`src/rtl/fetch_stage.sv`:
```
// Instruction-fetch stage and IF/ID pipeline register: owns the PC, redirects on
// decode's bne/j decision from the held IF/ID word, and squashes the wrong-path fetch.
module fetch_stage #(
    parameter logic [31:0] RESET_PC = 32'h0000_0000,
    parameter logic [31:0] NOP_WORD = 32'h0000_0000
) (
    input  logic        clk,
    input  logic        rst_n,
    input  logic        stall,
    input  logic        pcSrc,
    input  logic        jumpSrc,
    output logic [31:0] imemAddr,
    input  logic [31:0] imemData,
    output logic [31:0] pc,
    output logic [31:0] ifIdInstr,
    output logic [31:0] ifIdPcPlus4,
    output logic        ifIdValid,
    output logic        redirect
);

    logic [31:0] pc_q, pc_d;
    logic [31:0] instr_q, instr_d;
    logic [31:0] pcPlus4_q, pcPlus4_d;
    logic        valid_q, valid_d;

    logic [31:0] pcPlus4;
    logic [31:0] branchTarget;
    logic [31:0] jumpTarget;

    assign pcPlus4      = pc_q + 32'd4;
    assign branchTarget = pcPlus4_q + {{14{instr_q[15]}}, instr_q[15:0], 2'b00};
    assign jumpTarget   = {pcPlus4_q[31:28], instr_q[25:0], 2'b00};

    // A bubble in IF/ID can never redirect, whatever decode drives.
    assign redirect = ~stall & valid_q & (pcSrc | jumpSrc);

    always_comb begin
        pc_d      = pcPlus4;
        instr_d   = imemData;
        pcPlus4_d = pcPlus4;
        valid_d   = 1'b1;
        if (stall) begin
            pc_d      = pc_q;
            instr_d   = instr_q;
            pcPlus4_d = pcPlus4_q;
            valid_d   = valid_q;
        end else if (redirect) begin
            pc_d      = jumpSrc ? jumpTarget : branchTarget;
            instr_d   = NOP_WORD;
            pcPlus4_d = 32'd0;
            valid_d   = 1'b0;
        end
    end

    always_ff @(posedge clk or negedge rst_n) begin
        if (!rst_n) begin
            pc_q      <= RESET_PC;
            instr_q   <= NOP_WORD;
            pcPlus4_q <= 32'd0;
            valid_q   <= 1'b0;
        end else begin
            pc_q      <= pc_d;
            instr_q   <= instr_d;
            pcPlus4_q <= pcPlus4_d;
            valid_q   <= valid_d;
        end
    end

    assign pc          = pc_q;
    assign imemAddr    = pc_q;
    assign ifIdInstr   = instr_q;
    assign ifIdPcPlus4 = pcPlus4_q;
    assign ifIdValid   = valid_q;

endmodule

```
`config.mk`:
```
export PLATFORM = sky130hd
export DESIGN_NAME = fetch_stage
export DESIGN_NICKNAME = d
export VERILOG_FILES = /design/src/rtl/fetch_stage.sv
export SDC_FILE = /design/constraint.sdc
export NUM_CORES = 1
export LEC_CHECK = 0
export ABC_AREA = 1
export CAP_MARGIN = 40
export CELL_PAD_IN_SITES_DETAIL_PLACEMENT = 1
export CELL_PAD_IN_SITES_GLOBAL_PLACEMENT = 1
export CORE_ASPECT_RATIO = 2
export CORE_UTILIZATION = 36
export DETAILED_ROUTE_END_ITERATION = 6
export PLACE_DENSITY_LB_ADDON = 0.1
export SETUP_SLACK_MARGIN = 0.5
export SLEW_MARGIN = 30
export SYNTH_ARGS = -nofsm -noshare
export SYNTH_HDL_FRONTEND = slang
export SYNTH_SLANG_ARGS = --single-unit
```
`constraint.sdc`:
```
create_clock -name clk -period 2.67 [get_ports clk]
set_input_delay 0.534 -clock clk [delete_from_list [all_inputs] [get_ports clk]]
set_output_delay 0.534 -clock clk [all_outputs]
set_load 0.01 [all_outputs]
```
==> flow_summary.ini <==
[outcome]
status = finished clean

[logic_synthesis]
syn-cell-area_um2 = 7450
synth-main-ff-cell = sky130_fd_sc_hd__dfrtp_1
yosysWarnings = 0
synth_edf_count = 0
synthTopCellsByArea = sky130_fd_sc_hd__dfrtp_1 33%, sky130_fd_sc_hd__nand2_1 16%, sky130_fd_sc_hd__inv_1 8.3%, sky130_fd_sc_hd__nor2_1 6.8%, sky130_fd_sc_hd__ha_1 5.0%
synth_nets = 1191
synth_seq_cells = 97
post_synth_num_cell_types = 45
synth_async_reset_ratio_pct = 100
postSynthCellCount = 1123
most_frequent_cells_after_synthesis = 312 x sky130_fd_sc_hd__nand2_1, 164 x sky130_fd_sc_hd__inv_1, 135 x sky130_fd_sc_hd__nor2_1
synth_top_area_share_pct = 32.6
share_of_the_yosys_chip_area_belonging_to_registers_pct = 32.6
synth_most_common_cell = sky130_fd_sc_hd__nand2_1
avgSynthCellArea_um2 = 6.63
synth_top_cell_by_area = sky130_fd_sc_hd__dfrtp_1

[clocking]
cts.root.buffer_cell = sky130_fd_sc_hd__clkbuf_16
worst_setup_hold_path_clk_slew_ps = 80
numCtsBuffers = 9
clock_tree_sinks = 97
clk-insertion-delay-late_ps = 380
cts.htree.levels = 3
cts_tree = done
cts.path.max_buffers = 2

[timing]
report.final.setup_viol = 0
unrepaired_setup_endpoints_after_global_routing = yes
period_minus_slack_ps = 2120
timing.fmax_mhz = 473
fin_tns_setup_ps = 0
count_of_endpoints_failing_hold_in_the_final_timing_report = 0
clock_skew_ps = 12.7
worst_slew_pin_slew_ps = 640
finalCritPeriodShare_pct = 79.2
timing.slew.headroom_pct = 57.3
timing.final.max_slew_violations = 0

[die]
die_height_um = 205
floorplan.initialDensity_pct = 36.6
core_area_um2 = 20400
die_w_um = 104
placement_rows = 74
die-area_um2 = 21300
top_level_port_count = 167

[setup_path]
max_stage_delay_ps = 620
cp-end-kind = output pin
crit_type = reg2out
timing.critical_path.to = pc[25]
critical_path_required_ps = 2140
internal_reg_to_reg_setup_slack_ps = 560
worst_path_max_delay_cell = sky130_fd_sc_hd__clkdlybuf4s50_1
rr_startpoint = ifIdInstr[15]$_DFFE_PN0N_
critical_path_buf_inv_count = 1
timing.reg2reg.worst_path_depth = 15
crit_fanout = 8
crit_chain = clkdlybuf4s50_1
critPathTopFamily = buffers and inverters
crit_cells = 1
critical_path_source_type = register
worstReg2RegEnd = imemAddr[31]$_DFFE_PN0N_
origin_of_the_worst_setup_path = imemAddr[25]$_DFFE_PN0N_
critical_path_arrival_ps = 1580

[hold_path]
min-delay-path-class = in2async

[route]
avgRoutedWirePerCell_um = 21.1
via_count = 8273
drt_first_iter_violations = 336
dr.pass1.iters = 5
drc = 0
post_drt_via_cell_ratio = 5.29
final_antenna_net_count = 0
finalWirelength_um = 33100

[grt]
antenna_violations_before_repair = 0
sum_of_overflow_across_all_layers_after_global_routing = 0
globalRouteTotalUtil_pct = 31.0
grt_pass1_wl_um = 49300
grt_pass1_vias = 8878
largest_net_degree_at_the_start_of_global_routing = 56

[placement]
dp_hpwl_um = 25600
placed_area_um2 = 9350
final_estimated_routing_congestion_in_global_placement = 0.944
io_buffer_count = 166

[power_and_ir_drop]
p_per_area_nw_per_um2 = 724
vdd_ir_drop_max_mv = 0.466
static-leakage-power_uw = 0.00499

[layout]
final_nets = 1360
area.growth.synth_to_final_pct = 41.3
final_area_um2 = 10500
filler_cell_count = 2609
register_area_um2 = 2440
n_antenna_cell = 0
drive_above_1_share_pct = 18.9
multi_input_comb_area_um2 = 4640

[flow_run]
cap_violations = 0
repair_timing:
item,in CTS,in global routing
hold buffers,0,0
setup buffers,7,10
pin swaps,4,33
setup endpoints to repair,25,23
gates resized for setup,49,108
cloned,0,0
layout by cell type (no fill, tap or decap), types with 8 or more instances in the layout:
master                              n
sky130_fd_sc_hd__nand2_1          284
sky130_fd_sc_hd__inv_1            162
sky130_fd_sc_hd__clkdlybuf4s50_1  161
sky130_fd_sc_hd__nor2_1           114
sky130_fd_sc_hd__dfrtp_1           89
sky130_fd_sc_hd__nand3_1           59
sky130_fd_sc_hd__a21oi_1           57
sky130_fd_sc_hd__buf_4             43
sky130_fd_sc_hd__o21ai_0           28
sky130_fd_sc_hd__ha_4              26
sky130_fd_sc_hd__nand2_2           25
sky130_fd_sc_hd__o21ai_1           23
sky130_fd_sc_hd__nor2_2            21
sky130_fd_sc_hd__inv_2             19
sky130_fd_sc_hd__a21oi_2           18
sky130_fd_sc_hd__xor2_1            12
sky130_fd_sc_hd__nand3_2           11
sky130_fd_sc_hd__nor2_4            10
sky130_fd_sc_hd__a22o_1             9
sky130_fd_sc_hd__nand2_4            9
sky130_fd_sc_hd__clkbuf_16          9
sky130_fd_sc_hd__nand4_1            8
sky130_fd_sc_hd__dfrtp_2            8
cell type report:
| type | count | area share [%] |
|---|---|---|
| multi-input cells | 784 | 44.1 |
| flip-flops and latches | 97 | 23.2 |
| repair buffers | 216 | 20.0 |
| inverters | 184 | 6.61 |
| well taps | 266 | 3.16 |
| clock buffers | 9 | 2.14 |
| clock inverters | 7 | 0.797 |
state kept, by name, indices dropped and copies added, names as in the netlist:
signal       cells
imemAddr        32
ifIdPcPlus4     32
ifIdValid        1
ifIdInstr       32
logic make-up after synthesis:
logic type	after synthesis	synth area share [%]
AO/OA/AOI/OAI	169	13.4
XOR/XNOR	14	1.65
adder cells (fa/ha/maj)	31	5.31
buffers and inverters	242	14.4
flip-flops	97	32.6
AND/OR/NAND/NOR	570	32.7
how the worst min path moves through the flow:
stage | start | to | slack, ps
2_1_floorplan | rst_n | ifIdInstr[0]$_DFFE_PN0N_ | 240
3_3_place_gp | ifIdInstr[26]$_DFFE_PN0N_ | ifIdInstr[26]$_DFFE_PN0N_ | 490
3_5_place_dp | ifIdInstr[31]$_DFFE_PN0N_ | ifIdInstr[31]$_DFFE_PN0N_ | 500
4_1_cts | rst_n | ifIdInstr[19]$_DFFE_PN0N_ | 140
5_1_grt | rst_n | ifIdInstr[19]$_DFFE_PN0N_ | 160
6_report | rst_n | ifIdInstr[19]$_DFFE_PN0N_ | 140
metrics by stage:
| step | setup slack (ps) | std cells | util (%) | hold slack, ps | total power, uW |
|---|---|---|---|---|---|
| 6_report | 554 | 1563 | 51.6 | 140 | 7610 |
| 5_1_grt | 436 | 1563 | 51.6 | 157 | 8040 |
| 4_1_cts | 403 | 1553 | 48.7 | 140 | 7200 |
| 3_3_place_gp | 202 | 1530 | 45.9 | 493 | 5540 |
| 3_5_place_dp | 190 | 1530 | 45.9 | 497 | 5590 |
| 2_1_floorplan | 681 | 1123 | - | 238 | 3980 |
power breakdown:
group          switching [uW]  internal (uW)
clock                     672            744
sequential                473           1730
combinational            2240           1760
layer usage:
layer	share of wire (%)	wire length (um)	global-route usage [%]
met1	36	11900	31.2
met2	55	18000	60.7
met3	2.9	958	3.01
met4	6.5	2150	19.3
met5	0	0	0
Power figures use the tool's default switching activity.
